--- src/rtl/ahb3lite_pkg.sv ---
// Shared AHB3-lite definitions for the APB bridge.
// Holds HTRANS/HSIZE/HRESP encodings, the bridge state type, and apb_pstrb(),
// which turns an AHB size plus the low address bits into APB byte strobes and a
// flag saying whether the size/alignment pair is legal.
package ahb3lite_pkg;

    localparam logic [1:0] HTRANS_IDLE   = 2'b00;
    localparam logic [1:0] HTRANS_BUSY   = 2'b01;
    localparam logic [1:0] HTRANS_NONSEQ = 2'b10;
    localparam logic [1:0] HTRANS_SEQ    = 2'b11;

    localparam logic [2:0] HSIZE_BYTE = 3'd0;
    localparam logic [2:0] HSIZE_HALF = 3'd1;
    localparam logic [2:0] HSIZE_WORD = 3'd2;

    localparam logic HRESP_OKAY  = 1'b0;
    localparam logic HRESP_ERROR = 1'b1;

    typedef enum logic [2:0] {
        ST_IDLE   = 3'd0,
        ST_SETUP  = 3'd1,
        ST_ACCESS = 3'd2,
        ST_ERR1   = 3'd3,
        ST_ERR2   = 3'd4
    } apb_bridge_state_t;

    typedef struct packed {
        logic       legal;
        logic [3:0] strb;
    } apb_pstrb_t;

    function automatic apb_pstrb_t apb_pstrb(input logic [2:0] hsize, input logic [1:0] addr);
        apb_pstrb_t r;
        r.legal = 1'b0;
        r.strb  = 4'h0;
        case (hsize)
            HSIZE_BYTE: begin
                r.legal = 1'b1;
                r.strb  = 4'b0001 << addr;
            end
            HSIZE_HALF: begin
                r.legal = ~addr[0];
                r.strb  = 4'b0011 << {addr[1], 1'b0};
            end
            HSIZE_WORD: begin
                r.legal = (addr == 2'b00);
                r.strb  = 4'hF;
            end
            default: ;
        endcase
        return r;
    endfunction

endpackage

--- src/rtl/ahb3lite_apb_bridge_if.sv ---
// Bus bundle between an AHB3-lite interconnect slave port and one APB3 segment.
// slave  : the bridge's view (AHB slave side in, APB master side out).
// master : the environment's view (drives AHB requests and APB responses).
interface ahb3lite_apb_bridge_if #(
    parameter int APB_AW = 16
);
    // AHB side
    logic              HSEL;
    logic              HWRITE;
    logic [31:0]       HADDR;
    logic [31:0]       HWDATA;
    logic [1:0]        HTRANS;
    logic [2:0]        HSIZE;
    logic [2:0]        HBURST;
    logic [3:0]        HPROT;
    logic              HREADY;
    logic [31:0]       HRDATA;
    logic              HREADYOUT;
    logic              HRESP;
    // APB side
    logic [APB_AW-1:0] PADDR;
    logic              PSEL;
    logic              PENABLE;
    logic              PWRITE;
    logic [31:0]       PWDATA;
    logic [3:0]        PSTRB;
    logic [31:0]       PRDATA;
    logic              PREADY;
    logic              PSLVERR;

    modport slave (
        input  HSEL, HWRITE, HADDR, HWDATA, HTRANS, HSIZE, HBURST, HPROT, HREADY,
        output HRDATA, HREADYOUT, HRESP,
        output PADDR, PSEL, PENABLE, PWRITE, PWDATA, PSTRB,
        input  PRDATA, PREADY, PSLVERR
    );

    modport master (
        output HSEL, HWRITE, HADDR, HWDATA, HTRANS, HSIZE, HBURST, HPROT, HREADY,
        input  HRDATA, HREADYOUT, HRESP,
        input  PADDR, PSEL, PENABLE, PWRITE, PWDATA, PSTRB,
        output PRDATA, PREADY, PSLVERR
    );
endinterface

--- src/rtl/ahb3lite_apb_bridge.sv ---
// AHB3-lite slave to APB3 master bridge.
// Each accepted AHB beat becomes one APB SETUP/ACCESS pair; PSLVERR, a PREADY
// timeout, or an illegal size/alignment produce the two-cycle AHB ERROR response.
// Ports:
//   CLK   - single clock for both buses
//   RESET - synchronous, active-high
//   bus   - ahb3lite_apb_bridge_if.slave (AHB slave + APB master signals)
// Parameters:
//   APB_AW  - APB address width (must match the interface)
//   TIMEOUT - ACCESS cycles with PREADY low before abort; 0 disables
module ahb3lite_apb_bridge
    import ahb3lite_pkg::*;
#(
    parameter int APB_AW  = 16,
    parameter int TIMEOUT = 255
) (
    input logic                  CLK,
    input logic                  RESET,
    ahb3lite_apb_bridge_if.slave bus
);

    localparam int CNT_W = (TIMEOUT > 0) ? $clog2(TIMEOUT + 1) : 1;
    localparam logic [CNT_W-1:0] TIMEOUT_CNT = CNT_W'(TIMEOUT);

    apb_bridge_state_t state_q, state_d;
    logic [APB_AW-1:0] addr_q;
    logic              write_q;
    logic [3:0]        strb_q;
    logic [31:0]       pwdata_q;
    logic [31:0]       hrdata_q;
    logic [CNT_W-1:0]  cnt_q, cnt_d;

    apb_pstrb_t chk;
    logic       accept;
    logic       addr_phase_ok;
    logic       take;
    logic [CNT_W-1:0] cnt_inc;
    logic       timeout_hit;
    logic       unused_sigs;

    assign chk     = apb_pstrb(bus.HSIZE, bus.HADDR[1:0]);
    assign accept  = bus.HSEL & bus.HREADY & bus.HTRANS[1];
    // Only IDLE and ERR2 drive HREADYOUT high, so only they can own an address phase.
    assign addr_phase_ok = (state_q == ST_IDLE) || (state_q == ST_ERR2);
    assign take    = addr_phase_ok & accept;
    assign cnt_inc = cnt_q + 1'b1;
    assign timeout_hit = (TIMEOUT != 0) && (cnt_inc == TIMEOUT_CNT);

    always_comb begin
        state_d = state_q;
        cnt_d   = cnt_q;
        case (state_q)
            ST_IDLE, ST_ERR2: begin
                state_d = ST_IDLE;
                if (take) begin
                    if (chk.legal) begin
                        state_d = ST_SETUP;
                        cnt_d   = '0;
                    end else begin
                        state_d = ST_ERR1;
                    end
                end
            end
            ST_SETUP:  state_d = ST_ACCESS;
            ST_ACCESS: begin
                if (bus.PREADY) begin
                    state_d = bus.PSLVERR ? ST_ERR1 : ST_IDLE;
                end else begin
                    cnt_d = cnt_inc;
                    if (timeout_hit) begin
                        state_d = ST_ERR1;
                    end
                end
            end
            ST_ERR1:   state_d = ST_ERR2;
            default:   state_d = ST_IDLE;
        endcase
    end

    always_ff @(posedge CLK) begin
        if (RESET) begin
            state_q  <= ST_IDLE;
            addr_q   <= '0;
            write_q  <= 1'b0;
            strb_q   <= 4'h0;
            pwdata_q <= 32'h0;
            hrdata_q <= 32'h0;
            cnt_q    <= '0;
        end else begin
            state_q <= state_d;
            cnt_q   <= cnt_d;
            if (take) begin
                addr_q  <= {bus.HADDR[APB_AW-1:2], 2'b00};
                write_q <= bus.HWRITE;
                strb_q  <= bus.HWRITE ? chk.strb : 4'h0;
            end
            // SETUP is the AHB data phase of the accepted beat.
            if (state_q == ST_SETUP) begin
                pwdata_q <= bus.HWDATA;
            end
            if ((state_q == ST_ACCESS) && bus.PREADY && !bus.PSLVERR && !write_q) begin
                hrdata_q <= bus.PRDATA;
            end
        end
    end

    assign bus.HREADYOUT = addr_phase_ok;
    assign bus.HRESP     = ((state_q == ST_ERR1) || (state_q == ST_ERR2)) ? HRESP_ERROR
                                                                           : HRESP_OKAY;
    assign bus.HRDATA    = hrdata_q;
    assign bus.PSEL      = (state_q == ST_SETUP) || (state_q == ST_ACCESS);
    assign bus.PENABLE   = (state_q == ST_ACCESS);
    assign bus.PWRITE    = write_q;
    assign bus.PADDR     = addr_q;
    assign bus.PSTRB     = strb_q;
    // Forward HWDATA during SETUP so PWDATA is valid for the whole APB transfer.
    assign bus.PWDATA    = (state_q == ST_SETUP) ? bus.HWDATA : pwdata_q;

    assign unused_sigs = ^{bus.HADDR[31:APB_AW], bus.HTRANS[0], bus.HBURST, bus.HPROT};

endmodule

--- src/flat_wrapper.sv ---
// flat-port wrapper written by rule: the top's interface ports become plain ports
module ahb3lite_apb_bridge_flat import ahb3lite_pkg::*;
#(
    parameter int APB_AW  = 16,
    parameter int TIMEOUT = 255
)
  (CLK, RESET, bus_HSEL, bus_HWRITE, bus_HADDR, bus_HWDATA, bus_HTRANS, bus_HSIZE, bus_HBURST, bus_HPROT, bus_HREADY, bus_HRDATA, bus_HREADYOUT, bus_HRESP, bus_PADDR, bus_PSEL, bus_PENABLE, bus_PWRITE, bus_PWDATA, bus_PSTRB, bus_PRDATA, bus_PREADY, bus_PSLVERR);
  ahb3lite_apb_bridge_if #(.APB_AW(APB_AW)) bus_i ();
  input logic CLK;
  input logic RESET;
  input wire logic [$bits(bus_i.HSEL)-1:0] bus_HSEL;
  input wire logic [$bits(bus_i.HWRITE)-1:0] bus_HWRITE;
  input wire logic [$bits(bus_i.HADDR)-1:0] bus_HADDR;
  input wire logic [$bits(bus_i.HWDATA)-1:0] bus_HWDATA;
  input wire logic [$bits(bus_i.HTRANS)-1:0] bus_HTRANS;
  input wire logic [$bits(bus_i.HSIZE)-1:0] bus_HSIZE;
  input wire logic [$bits(bus_i.HBURST)-1:0] bus_HBURST;
  input wire logic [$bits(bus_i.HPROT)-1:0] bus_HPROT;
  input wire logic [$bits(bus_i.HREADY)-1:0] bus_HREADY;
  output wire logic [$bits(bus_i.HRDATA)-1:0] bus_HRDATA;
  output wire logic [$bits(bus_i.HREADYOUT)-1:0] bus_HREADYOUT;
  output wire logic [$bits(bus_i.HRESP)-1:0] bus_HRESP;
  output wire logic [$bits(bus_i.PADDR)-1:0] bus_PADDR;
  output wire logic [$bits(bus_i.PSEL)-1:0] bus_PSEL;
  output wire logic [$bits(bus_i.PENABLE)-1:0] bus_PENABLE;
  output wire logic [$bits(bus_i.PWRITE)-1:0] bus_PWRITE;
  output wire logic [$bits(bus_i.PWDATA)-1:0] bus_PWDATA;
  output wire logic [$bits(bus_i.PSTRB)-1:0] bus_PSTRB;
  input wire logic [$bits(bus_i.PRDATA)-1:0] bus_PRDATA;
  input wire logic [$bits(bus_i.PREADY)-1:0] bus_PREADY;
  input wire logic [$bits(bus_i.PSLVERR)-1:0] bus_PSLVERR;
  assign bus_i.HSEL = bus_HSEL;
  assign bus_i.HWRITE = bus_HWRITE;
  assign bus_i.HADDR = bus_HADDR;
  assign bus_i.HWDATA = bus_HWDATA;
  assign bus_i.HTRANS = bus_HTRANS;
  assign bus_i.HSIZE = bus_HSIZE;
  assign bus_i.HBURST = bus_HBURST;
  assign bus_i.HPROT = bus_HPROT;
  assign bus_i.HREADY = bus_HREADY;
  assign bus_HRDATA = bus_i.HRDATA;
  assign bus_HREADYOUT = bus_i.HREADYOUT;
  assign bus_HRESP = bus_i.HRESP;
  assign bus_PADDR = bus_i.PADDR;
  assign bus_PSEL = bus_i.PSEL;
  assign bus_PENABLE = bus_i.PENABLE;
  assign bus_PWRITE = bus_i.PWRITE;
  assign bus_PWDATA = bus_i.PWDATA;
  assign bus_PSTRB = bus_i.PSTRB;
  assign bus_i.PRDATA = bus_PRDATA;
  assign bus_i.PREADY = bus_PREADY;
  assign bus_i.PSLVERR = bus_PSLVERR;
  ahb3lite_apb_bridge #(.APB_AW(APB_AW), .TIMEOUT(TIMEOUT)) u_core (.CLK(CLK), .RESET(RESET), .bus(bus_i));
endmodule
--- config.mk ---
export PLATFORM = sky130hd
export DESIGN_NAME = ahb3lite_apb_bridge_flat
export DESIGN_NICKNAME = d
export VERILOG_FILES = /design/src/rtl/ahb3lite_pkg.sv /design/src/rtl/ahb3lite_apb_bridge_if.sv /design/src/rtl/ahb3lite_apb_bridge.sv /design/src/flat_wrapper.sv
export SDC_FILE = /design/constraint.sdc
export NUM_CORES = 1
export LEC_CHECK = 0
export CORE_ASPECT_RATIO = 0.6
export CORE_MARGIN = 1
export CORE_UTILIZATION = 39
export CTS_CLUSTER_SIZE = 28
export DETAILED_ROUTE_END_ITERATION = 6
export GPL_TIMING_DRIVEN = 0
export PLACE_DENSITY = 0.81
export SLEW_MARGIN = 20
export SYNTH_ARGS = -nofsm -noshare
export SYNTH_HDL_FRONTEND = slang
export SYNTH_SLANG_ARGS = --single-unit
--- constraint.sdc ---
create_clock -name CLK -period 2.5 [get_ports CLK]
set_input_delay 0.5 -clock CLK [delete_from_list [all_inputs] [get_ports CLK]]
set_output_delay 0.5 -clock CLK [all_outputs]
set_load 0.01 [all_outputs]
==> metrics.csv <==
metric;value;unit
status;completed;
fp-row-count;27;
hold_violations;0;
core_area;9160;um^2
critPathCaptureType;output port;
root_buffer;clkbuf_16;
ioPinCount;204;
worst_pin_slew;752;ps
cp.arrival;1880;ps
finalCritPeriodShare;95.0;%
grt_pass1_vias;3316;
holdPathEnd;u_core.bus.HRDATA[27];
dr_total_vias;3517;
finalWeightedCongestion;0.869;
antenna_found_initial;0;
h-tree-depth;3;
finalNetCount;723;
hold_depth;2;
die-area;9830;um^2
clock-sinks;94;
path_clk_slew;70;ps
drive_above_1_share;10.3;%
ir_worst_vdd;299;uV
dpl_cell_area;5600;um^2
postCtsHoldBufs;0;
relSlewSlack;48.6;%
yosysSeqAreaShare;51.2;%
critPathKind;reg2out;
syn_avg_cell_area;8.83;um^2
final_max_slew_viol_count;0;
max_freq;421;MHz
numCtsBuffers;9;
reg2regPathDepth;6;
mostFrequentLayoutCells;clkdlybuf4s50_1 (144), nand2_1 (105), dfxtp_1 (91);
r2r_end;u_core.state_q[0];
wl_per_cell;13.9;um
cts_tree;built;
powerDensity;562;nW/um^2
p_leak;0.00227;uW
syn2layout_area_growth;60.2;%
drtIter0Drc;163;
max_stage_delay;380;ps
timing.critical_path.buf_inv;3;
crit_family;buffers and inverters;
yosys.cell_types.count;35;
die_x;127;um
drcViolationCount;0;
portBuffers;176;
startpoint_type;flop;
setup_viol;0;
min_period;2380;ps
fin_area;5890;um^2
grt-ovfl-total;0;
rrSetupSlack;480;ps
ys_ff_latch;94;
yosysWarnings;0;
ant_nets;0;
netlist_instances;416;
initial_core_util;40.1;%
worstReg2RegStart;u_core.cnt_q[0];
final_common_cell;clkdlybuf4s50_1;
drt_wl_total;10300;um
viasPerCell;4.75;
hp-class;reg2reg;
n_antenna_cell;0;
worstPathRequired;2000;ps
synth_area;3670;um^2
clock_latency;340;ps
hpwl;7840;um
die_h;77.2;um
first_pass_iters;4;
hold_start;u_core.bus.HRDATA[27];
rsz0062_at_grt;false;
ctsLongestPathBuffers;2;
grt.total_usage;21.2;%
drv_cap;0;
final.setup_skew;6.23;ps
crit_fanout;10;
slowest_stage;dfxtp_2;
grt_max_degree;17;
setup_tns;0;ps
crit_path_cell_trace;nor3b_4, buf_4, buf_6, mux2_2, dlygate4sd2_1;
grt_pass1_wl;16200;um
## sequential cells by signal, summed over array words and instances (netlist names)
| signal | cells |
|---|---|
| u_core.bus.HRDATA | 32 |
| u_core.pwdata_q | 32 |
| u_core.bus.PADDR | 14 |
| u_core.cnt_q | 8 |
| u_core.bus.PSTRB | 4 |
| u_core.state_q | 3 |
| u_core.bus.PWRITE | 1 |
## worst max-delay path by stage
stage | from | end | slack [ps] | cells after the start
2_1_floorplan | u_core.state_q[0] | bus_PWDATA[10] | 690 | 3
6_report | u_core.state_q[0] | bus_PWDATA[24] | 120 | 5
3_3_place_gp | u_core.state_q[0] | bus_PWDATA[24] | -30 | 4
3_5_place_dp | u_core.state_q[0] | bus_PWDATA[17] | -20 | 4
5_1_grt | u_core.state_q[0] | bus_PWDATA[17] | 30 | 5
4_1_cts | u_core.state_q[2] | bus_PENABLE | 30 | 5
## layout make-up
class	count	area, um^2
Fill cell	771	3270
Sequential cell	94	1890
Timing Repair Buffer	178	1740
Multi-Input combinational cell	293	1670
Clock buffer	10	229
Tap cell	130	163
Buffer	28	144
Clock inverter	6	47.5
Inverter	2	7.51
## tightest hold or removal path, stage by stage, from the launching register on
cell     delay [ps]
dfxtp_1         310
nand2_1          50
a21oi_1          50
## routing by layer
metal	track usage, %	vias up	routed length [um]
met5	0	-	0
li1	-	1759	-
met2	34.9	131	4700
met1	24.6	1616	4470
met3	9.77	11	1020
met4	6.31	0	110
## what timing repair did
action,4_1_cts,5_1_grt
buffers inserted,2,0
resized for setup,41,3
setup endpoints to repair,33,2
## power by group
| part | internal, uW | switching, uW |
|---|---|---|
| Clock | 681 | 581 |
| Sequential | 1540 | 20.4 |
| Combinational | 289 | 198 |
## stage by stage
step                utilization (%)  hold slack, ps  setup slack (ps)  instances  power (uW)
finish                         64.3             453               124        741        3310
detailed placement             61.2             447             -24.0        723        2100
global placement               61.2             441             -30.6        723        2090
CTS                            64.3             456              32.5        741        3350
global route                   64.3             473              26.4        741        3450
floorplan                         -             458               690        417        1790
## cell families after synthesis
| group | after synthesis | synth area share [%] |
|---|---|---|
| multiplexers | 32 | 9.81 |
| buffers and inverters | 30 | 3.57 |
| AND/OR/NAND/NOR | 178 | 22.6 |
| other | 1 | 0.102 |
| XOR/XNOR | 4 | 0.954 |
| flip-flops | 94 | 51.2 |
| adder cells (fa/ha/maj) | 2 | 0.681 |
| AO/OA/AOI/OAI | 75 | 11.1 |
## Yosys cell counts, drive strengths merged
cell / count / area share [%]
a31oi: 2 / 0.34
a221oi: 1 / 0.24
buf: 6 / 1.1
nand4: 2 / 0.51
xor2: 1 / 0.24
clkbuf: 22 / 2.2
a22oi: 4 / 0.82
nor2b: 33 / 5.6
dfxtp: 94 / 51
nand2b: 2 / 0.34
and2: 2 / 0.34
and4: 1 / 0.24
xnor2: 3 / 0.72
nand3: 4 / 0.54
a2111oi: 2 / 0.48
inv: 2 / 0.20
nand3b: 2 / 0.41
conb: 1 / 0.10
or3b: 1 / 0.24
o32a: 1 / 0.27
nand2: 105 / 11
ha: 2 / 0.68
o21ai: 8 / 1.1
nor3b: 1 / 0.34
or3: 3 / 0.51
mux2: 32 / 9.8
o21bai: 1 / 0.20
or4: 2 / 0.41
a21oi: 56 / 7.6
nor3: 4 / 0.54
nor2: 16 / 1.8
Note: power is estimated with default switching activity, not from simulation.
